===== config.mk =====
export PLATFORM = sky130hd
export DESIGN_NAME = instr_mem_loader
export DESIGN_NICKNAME = d
export VERILOG_FILES = /design/src/rtl/instr_mem_loader.sv
export SDC_FILE = /design/constraint.sdc
export NUM_CORES = 1
export LEC_CHECK = 0
export ABC_AREA = 0
export CAP_MARGIN = 20
export CELL_PAD_IN_SITES_DETAIL_PLACEMENT = 0
export CELL_PAD_IN_SITES_GLOBAL_PLACEMENT = 1
export CORE_UTILIZATION = 45
export CTS_BUF_LIST = sky130_fd_sc_hd__clkbuf_8 sky130_fd_sc_hd__clkbuf_16
export DETAILED_ROUTE_END_ITERATION = 10
export PLACE_DENSITY = 0.95
export SYNTH_ARGS = -nofsm -noshare
export SYNTH_HDL_FRONTEND = slang
export SYNTH_SLANG_ARGS = --single-unit

===== constraint.sdc =====
create_clock -name i_clk -period 4.9 [get_ports i_clk]
set_input_delay 0.735 -clock i_clk [delete_from_list [all_inputs] [get_ports i_clk]]
set_output_delay 0.735 -clock i_clk [all_outputs]
set_load 0.005 [all_outputs]

===== src/rtl/instr_mem_loader.sv =====
// Instruction-memory loader: packs UART bytes big-endian into 32-bit words
// and writes them from address 0 until HALT or the memory is full.
//
// Ports:
//   i_clk, i_reset (async, active-low)
//   i_start        : begin or restart a load; wins over a coincident byte
//   i_rx_done      : byte strobe; i_rx_data carries the byte
//   o_wr_en        : one-cycle write strobe, with o_wr_addr / o_wr_data
//   o_loading      : high in RECV or WRITE
//   o_done         : HALT written
//   o_full         : last address written without HALT
//   o_instr_count  : words written in this load, HALT included
module instr_mem_loader #(
    parameter int                            INSTRUCTION_SIZE = 32,
    parameter int                            BYTE_SIZE        = 8,
    parameter int                            MEM_ADDR_BITS    = 8,
    parameter logic [INSTRUCTION_SIZE-1:0]   HALT_INSTR       = 32'hFFFFFFFF
) (
    input  logic                          i_clk,
    input  logic                          i_reset,
    input  logic                          i_start,
    input  logic                          i_rx_done,
    input  logic [BYTE_SIZE-1:0]          i_rx_data,
    output logic                          o_wr_en,
    output logic [MEM_ADDR_BITS-1:0]      o_wr_addr,
    output logic [INSTRUCTION_SIZE-1:0]   o_wr_data,
    output logic                          o_loading,
    output logic                          o_done,
    output logic                          o_full,
    output logic [MEM_ADDR_BITS:0]        o_instr_count
);

    // Only the three most recent bytes need to be kept; the fourth
    // completes the word directly from i_rx_data.
    localparam int LOW_W = INSTRUCTION_SIZE - BYTE_SIZE;

    localparam logic [MEM_ADDR_BITS-1:0] LAST_ADDR = '1;
    localparam logic [MEM_ADDR_BITS-1:0] ADDR_ONE  = MEM_ADDR_BITS'(1);
    localparam logic [MEM_ADDR_BITS:0]   CNT_ONE   = (MEM_ADDR_BITS+1)'(1);

    typedef enum logic [2:0] {
        IDLE,
        RECV,
        WRITE,
        DONE,
        FULL
    } state_t;

    state_t                        state_q;
    logic [1:0]                    bcnt_q;
    logic [LOW_W-1:0]              shift_q;
    logic [INSTRUCTION_SIZE-1:0]   wr_data_q;
    logic [MEM_ADDR_BITS-1:0]      addr_q;
    logic [MEM_ADDR_BITS:0]        count_q;
    logic                          wr_en_q;
    logic                          done_q;
    logic                          full_q;
    logic [INSTRUCTION_SIZE-1:0]   word_d;

    // First byte of a word ends up in the top byte (big-endian).
    assign word_d = {shift_q, i_rx_data};

    always_ff @(posedge i_clk or negedge i_reset) begin
        if (!i_reset) begin
            state_q   <= IDLE;
            bcnt_q    <= '0;
            shift_q   <= '0;
            wr_data_q <= '0;
            addr_q    <= '0;
            count_q   <= '0;
            wr_en_q   <= 1'b0;
            done_q    <= 1'b0;
            full_q    <= 1'b0;
        end else begin
            wr_en_q <= 1'b0;
            if (i_start) begin
                state_q <= RECV;
                bcnt_q  <= '0;
                shift_q <= '0;
                addr_q  <= '0;
                count_q <= '0;
                done_q  <= 1'b0;
                full_q  <= 1'b0;
            end else begin
                unique case (state_q)
                    RECV: begin
                        if (i_rx_done) begin
                            shift_q <= word_d[LOW_W-1:0];
                            if (bcnt_q == 2'd3) begin
                                bcnt_q    <= '0;
                                wr_data_q <= word_d;
                                wr_en_q   <= 1'b1;
                                state_q   <= WRITE;
                            end else begin
                                bcnt_q <= bcnt_q + 2'd1;
                            end
                        end
                    end
                    WRITE: begin
                        count_q <= count_q + CNT_ONE;
                        if (wr_data_q == HALT_INSTR) begin
                            state_q <= DONE;
                            done_q  <= 1'b1;
                        end else if (addr_q == LAST_ADDR) begin
                            state_q <= FULL;
                            full_q  <= 1'b1;
                        end else begin
                            addr_q  <= addr_q + ADDR_ONE;
                            state_q <= RECV;
                            // A byte arriving now is byte 0 of the next word.
                            if (i_rx_done) begin
                                shift_q <= word_d[LOW_W-1:0];
                                bcnt_q  <= 2'd1;
                            end
                        end
                    end
                    default: begin
                    end
                endcase
            end
        end
    end

    assign o_wr_en       = wr_en_q;
    assign o_wr_addr     = addr_q;
    assign o_wr_data     = wr_data_q;
    assign o_done        = done_q;
    assign o_full        = full_q;
    assign o_instr_count = count_q;
    assign o_loading     = (state_q == RECV) || (state_q == WRITE);

endmodule

==> reports/metrics.yaml, run 1 <==
run_status:
  status: "complete, no violations"
power:
  peakVddDrop_uv: 261.6
  combPwrFrac: 0.167
  pwr-share-seq: 0.496
  p_int_uw: 1227
  p_leak_uw: 0.002016
  power_density_mw_per_mm2: 371.4
  switching_share: 0.2493
  netSwitchingPower_uw: 407.4
  clkPwrFrac: 0.338
sta:
  slew_violations: 0
  rsz0062_at_grt: "false"
  finalSetupTns_ns: 0
  period_minus_slack_ns: 2.769
  clock_skew_ns: 0.008202
  hold_ws_ns: 0.1816
  setup_viol: 0
  finalHoldViolCount: 0
  fmax_mhz: 361.2
  max_slew_margin: 0.3277
  post-route-period-util: 0.5651
  tightest_slew_ns: 1.005
worst_setup_path:
  r2r_cells: 5
  end_kind: "register"
  criticalPathCategory: "primary input to register"
  cp_num_buf_inv: 1
  slowest_delay_ns: 0.93
  cp_max_fo: 29
  startpoint_type: "primary input"
  cp.required_ns: 5.19
  cp_slowest_cell: "clkdlybuf4s50_1"
  arrival_ns: 3.06
  cp_top_family: "compound AO/OA/AOI/OAI gates"
  path_cells: "clkdlybuf4s50_1 > a21oi_1 > a21o_1 > a22o_1"
  rrSetupSlack_ns: 2.48
  r2r-start: "o_wr_data[6]"
  r2r-end: "shift_q[10]"
global_route:
  grt_pass1_vias: 2227
  grt_pass1_wl_um: 11240
  antenna_found_initial: 0
  grt_max_degree: 82
  grt_overflow: 0
  grt_usage: 0.1909
final_layout:
  fin_nets: 347
  drive_gt1_frac: 0.1751
  nFillCells: 563
  fin_cells: 436
  multi_input_area_mm2: 0.001321
  area_growth_pct: 27.21
  final_area_mm2: 0.004399
  finish.utilization: 0.6001
  seqCellArea_mm2: 0.002027
  n_antenna_cell: 0
clock_tree:
  clock_sinks: 81
  post_cts_buffers: 0
  cts_made_buffers: 9
  cts_root_buffer: "clkbuf_8"
  cts_tree: "done"
  clk_pin_slew_worst_paths_ns: 0.08
  clk_latency_ns: 0.36
  ctsResizeCount: 0
  cts_hold_buf: 0
  clockBufferDepth: 2
  ctsHtreeMaxLevel: 3
die:
  rows: 31
  die_y_um: 89.67
  start_util: 0.4718
  dieArea_mm2: 0.008040
  die_x_um: 89.67
  coreArea_mm2: 0.007331
  io_pins: 65
place:
  numPortBuffers: 64
  dp_hpwl_um: 4590
  dp_cells: 419
  place_area_mm2: 0.004144
  gp_congestion: 0.8047
yosys:
  yosysTopAreaCellShare: 0.5861
  syn-num-nets: 284
  yosysWarnings: 0
  yosys_most_used_dff: "dfrtp_1"
  avgSynthCellArea_um2: 12.86
  synth_seq_area_share: 0.5861
  yosysTopAreaCell: "dfrtp_1"
  synth-edff-count: 0
  synthesis.instances: 269
  async_flop_share: 1.000
  ys_seq_elements: 81
  synth_cell_type_count: 41
  synthTopCellsByArea: "dfrtp_1, mux2_2, a22o_1"
  syn_area_mm2: 0.003458
detailed_routing:
  wl_per_cell_um: 15.87
  drt_pass1_iterations: 4
  wl_um: 6921
  num_vias: 2320
  drc_errors: 0
  drtAntennaViolNets: 0
  dr.first_iter.drc_count: 157
  viasPerCell: 5.321
job:
  cap_violations: 0
min_path:
  hp-class: "primary input to asynchronous set/reset pin"
## state kept, by name, indices dropped and copies added, names as in the netlist
register,flops
o_wr_addr,8
o_done,1
o_instr_count,9
o_full,1
o_wr_data,32
state_q,3
shift_q,24
bcnt_q,2
o_wr_en,1
## through the flow
step | setup slack, ns | total power [uW]
finish | 2.131 | 1634
floorplan | 3.029 | 917.8
CTS | 2.142 | 1648
detailed placement | 1.761 | 1092
global placement | 1.853 | 1081
global route | 1.924 | 1711
## cell usage in the layout (no fill, tap or decap), drive strengths merged, types with 2 or more instances in the layout
cell	count
xnor2	6
mux2	34
clkdlybuf4s50	63
xor2	5
buf	4
nor2	23
nand4	13
or3	3
clkbuf	10
a21oi	9
a211oi	3
nor3	4
bufinv	2
dfrtp	81
inv	8
a21o	4
a22o	24
nor2b	3
nand2	12
nor4	3
ha	3
o21ai	4
nand3	4
## worst max-delay path by stage
stage	start	endpoint	slack, ns	cells after the start
6_report	i_start	shift_q[10]	2.13	4
5_1_grt	i_start	shift_q[10]	1.92	4
2_1_floorplan	i_rx_done	o_wr_data[0]	3.03	5
4_1_cts	i_start	shift_q[10]	2.14	4
3_5_place_dp	i_start	shift_q[10]	1.76	4
3_3_place_gp	i_start	shift_q[15]	1.85	4
## routing by layer
layer / global-route usage / part of all wire
met3: 0.04479 / 0.039
met4: 0.09524 / 0.027
met2: 0.2762 / 0.46
met1: 0.2704 / 0.47
met5: 0 / 0
## power groups by stage
stage                     clock network (uW)  logic [uW]  registers, uW
final                                    552         272            810
after global routing                     590         296            824
after CTS                                566         273            809
after detailed placement                   0         271            821
after global placement                     0         262            819
after floorplan                            0         107            811
## final cells by class
type / instances / share of cell area
sequential: 81 / 0.4607
clock buffer: 10 / 0.03129
clock inverter: 6 / 0.02048
tap: 99 / 0.02816
timing repair buffer: 67 / 0.1547
multi-input combinational: 168 / 0.3003
inverter: 5 / 0.004266
## cells by family after synthesis
logic type,count (synthesis),share of synthesized area
adders and majority gates,3,0.01085
DFF,81,0.5861
buffers and inverters,20,0.03183
muxes,35,0.1136
xor gates and xnor gates,11,0.02786
and+or+nand+nor,71,0.1172
AOI/OAI and AO/OA,48,0.1125
## Yosys cell counts (3+ instances only)
cell type,count
nand2_1,12
nor3_1,3
or3_1,3
xor2_1,5
a22o_1,24
nand4_1,13
buf_2,4
nor2b_1,3
nand3_1,4
clkbuf_1,5
ha_1,3
buf_6,3
xnor2_1,6
dfrtp_1,81
nor2_1,23
o21ai_1,3
a21o_1,4
mux2_2,32
a21oi_1,9
inv_1,4
Power figures use the tool's default switching activity.
==> run 2: changes to the inputs <==
--- a/config.mk
+++ b/config.mk
@@ -9,10 +9,10 @@
 export CAP_MARGIN = 20
 export CELL_PAD_IN_SITES_DETAIL_PLACEMENT = 0
 export CELL_PAD_IN_SITES_GLOBAL_PLACEMENT = 1
-export CORE_UTILIZATION = 45
+export CORE_UTILIZATION = 37
 export CTS_BUF_LIST = sky130_fd_sc_hd__clkbuf_8 sky130_fd_sc_hd__clkbuf_16
 export DETAILED_ROUTE_END_ITERATION = 10
-export PLACE_DENSITY = 0.95
+export PLACE_DENSITY = 0.86
 export SYNTH_ARGS = -nofsm -noshare
 export SYNTH_HDL_FRONTEND = slang
 export SYNTH_SLANG_ARGS = --single-unit
==> constraint.sdc (replaced) <==
create_clock -name i_clk -period 2.53 [get_ports i_clk]
set_input_delay 0.3795 -clock i_clk [delete_from_list [all_inputs] [get_ports i_clk]]
set_output_delay 0.3795 -clock i_clk [all_outputs]
set_load 0.005 [all_outputs]
==> run 2 against run 1 <==
  * The flow now finishes with violations (hold timing)
  * First-iteration DRC count shrank 32%
  * Count of clock-buffer cells in the layout decreased by 1
  * Sequential power increased by 94%
  * Sequential share of layout area increased by 0.33 points
  * Die area increased by 21%
  * Flip-flop and latch count did not move
  * Largest cell class unchanged
  * Highest routed layer unchanged
==> reports/metrics.yaml, run 2 (same netlist as run 1, synthesis figures left out) <==
power:
  switching_share: 0.2660  # +0.01671
  peakVddDrop_uv: 405.3  # +55%
  p_total_uw: 2911  # +78%
  netSwitchingPower_uw: 774.4  # +90%
  clkPwrFrac: 0.277  # -0.061
  p_leak_uw: 0.001993  # -1.1%
  p_int_uw: 2137  # +74%
  power_density_mw_per_mm2: 666.5  # +79%
  pwr-share-seq: 0.540  # +0.044
  combPwrFrac: 0.183  # +0.016
detailed_routing:
  wl_per_cell_um: 16.22  # +2.2%
  drt_pass1_iterations: 6  # +2
  dr.first_iter.drc_count: 106  # -32%
  drtAntennaViolNets: 0  # unchanged
  viasPerCell: 5.244  # -1.4%
  drc_errors: 0  # unchanged
  wl_um: 7236  # +4.6%
  num_vias: 2339  # +0.82%
global_route:
  grt_usage: 0.1575  # -0.03344
  antenna_found_initial: 0  # unchanged
  grt_max_degree: 42  # -49%
  grt_pass1_vias: 2394  # +7.5%
  grt_overflow: 0  # unchanged
  grt_pass1_wl_um: 11960  # +6.4%
sta:
  setup_viol: 0  # unchanged
  rsz0062_at_grt: "false"
  finalHoldViolCount: 7  # +7
  max_slew_margin: 0.6287  # +0.3010
  post-route-period-util: 0.8360
  fmax_mhz: 472.8
  hold_ws_ns: -0.004068  # -0.1856 ns
  finalSetupTns_ns: 0  # unchanged
  clock_skew_ns: 0.006873  # -0.001329 ns
  tightest_slew_ns: 0.5528  # -0.4525 ns
  period_minus_slack_ns: 2.115
  slew_violations: 0  # unchanged
clock_tree:
  cts_hold_buf: 0  # unchanged
  clockBufferDepth: 2  # unchanged
  ctsHtreeMaxLevel: 3  # unchanged
  clk_pin_slew_worst_paths_ns: 0.08  # about the same
  post_cts_buffers: 0  # unchanged
  cts_tree: "done"
  cts_made_buffers: 9  # unchanged
  clk_latency_ns: 0.35  # about the same
  cts_root_buffer: "clkbuf_8"
  ctsResizeCount: 0  # unchanged
  clock_sinks: 81  # unchanged
place:
  dp_cells: 432  # +3.1%
  dp_hpwl_um: 4956  # +8.0%
  numPortBuffers: 64  # unchanged
  gp_congestion: 0.7546  # -6.2%
  place_area_mm2: 0.004210  # +1.6%
final_layout:
  final_area_mm2: 0.004368  # -0.71%
  most-common-layout-cells: "dfrtp_1, clkdlybuf4s50_1, mux2_2, a22o_1, nor2_1"
  n_antenna_cell: 0  # unchanged
  fin_nets: 350  # +0.86%
  largest_reg_flops: 32  # unchanged
  drive_gt1_frac: 0.1805  # +0.005399
  fin_cells: 446  # +2.3%
  final_common_cell: "dfrtp_1"
  area_growth_pct: 26.30
run_status:
  failed_checks: "hold timing"
  status: "complete, but fails checks"
worst_setup_path:
  slowest_delay_ns: 0.55  # -0.38 ns
  path_cells: "xnor2_1 > nor2_1 > clkdlybuf4s50_1"
  cp.required_ns: 2.15  # -3.04 ns
  cp_num_buf_inv: 1  # unchanged
  cp_top_family: "buffers and inverters"
  cp_slowest_cell: "clkdlybuf4s50_1"
  startpoint_type: "register"
  arrival_ns: 1.74  # -1.32 ns
  end_kind: "primary output"
  cp_max_fo: 6  # -79%
  criticalPathCategory: "register to primary output"
die:
  rows: 34  # +9.7%
  die_x_um: 98.68  # +10%
  dieArea_mm2: 0.009738  # +21%
  coreArea_mm2: 0.008891  # +21%
  die_y_um: 98.68  # +10%
  io_pins: 65  # unchanged
  start_util: 0.3890  # -0.08279
min_path:
  hp-class: "primary input to asynchronous set/reset pin"
job:
  cap_violations: 0  # unchanged
run 2: changes by cell type in the layout (fill, tap and decap cells not counted), sizes merged:
cell,delta
clkinvlp,+2
clkinv,+1
buf,+3
inv,-2
bufinv,-2
clkbuf,-1
run 2: worst paths after layout:
| check | start | end | slack, ns | depth (start not counted) |
|---|---|---|---|---|
| setup reg to reg | o_wr_data[22] | shift_q[19] | 0.48 | 6 |
| max in group asynchronous | i_reset | state_q[1] | 1.93 | 2 |
| min in group i_clk | bcnt_q[1] | bcnt_q[1] | 0.50 | 1 |
| hold / removal | i_reset | o_wr_en | -0.004 | 1 |
| hold reg to reg | bcnt_q[1] | bcnt_q[1] | 0.50 | 1 |
| setup / recovery | state_q[0] | o_loading | 0.41 | 3 |
run 2: cell type report:
cell class / instances / area, um^2
tap: 108 / 135.1
sequential: 81 / 2027
fill: 766 / 4523
clock inverter: 5 / 33.78
multi-input combinational: 168 / 1321
clock buffer: 9 / 123.9
timing repair buffer: 70 / 708.2
inverter: 5 / 18.77
run 2: per-layer routing:
metal | GRT usage | wire, um | vias to the layer above
li1 | - | - | 1100
met1 | 0.2110 | 3388 | 1182
met2 | 0.2492 | 3469 | 48
met3 | 0.02553 | 218 | 9
met4 | 0.07922 | 159 | 0
met5 | 0 | 0 | -
run 2: worst register-to-register path, stage by stage (launching register included):
cell and delay, ns:
dfrtp_1 0.38, nand4_1 0.19, nor4_4 0.59, a21o_1 0.24, a21o_1 0.12, buf_4 0.26, a22o_1 0.20
run 2: power groups by stage:
stage               combinational, uW  sequential (uW)  clock [uW]
floorplan                         208             1570           0
global placement                  524             1590           0
detailed placement                538             1590           0
CTS                               543             1570         825
global route                      575             1590         866
finish                            532             1570         807
run 2: stage by stage:
step / worst slack (ns) / util
final: 0.4148 / 0.4913
after global routing: 0.3267 / 0.4913
after CTS: 0.3967 / 0.4913
after detailed placement: 0.4810 / 0.4735
after global placement: 0.5326 / 0.4735
after floorplan: 0.6719 / -
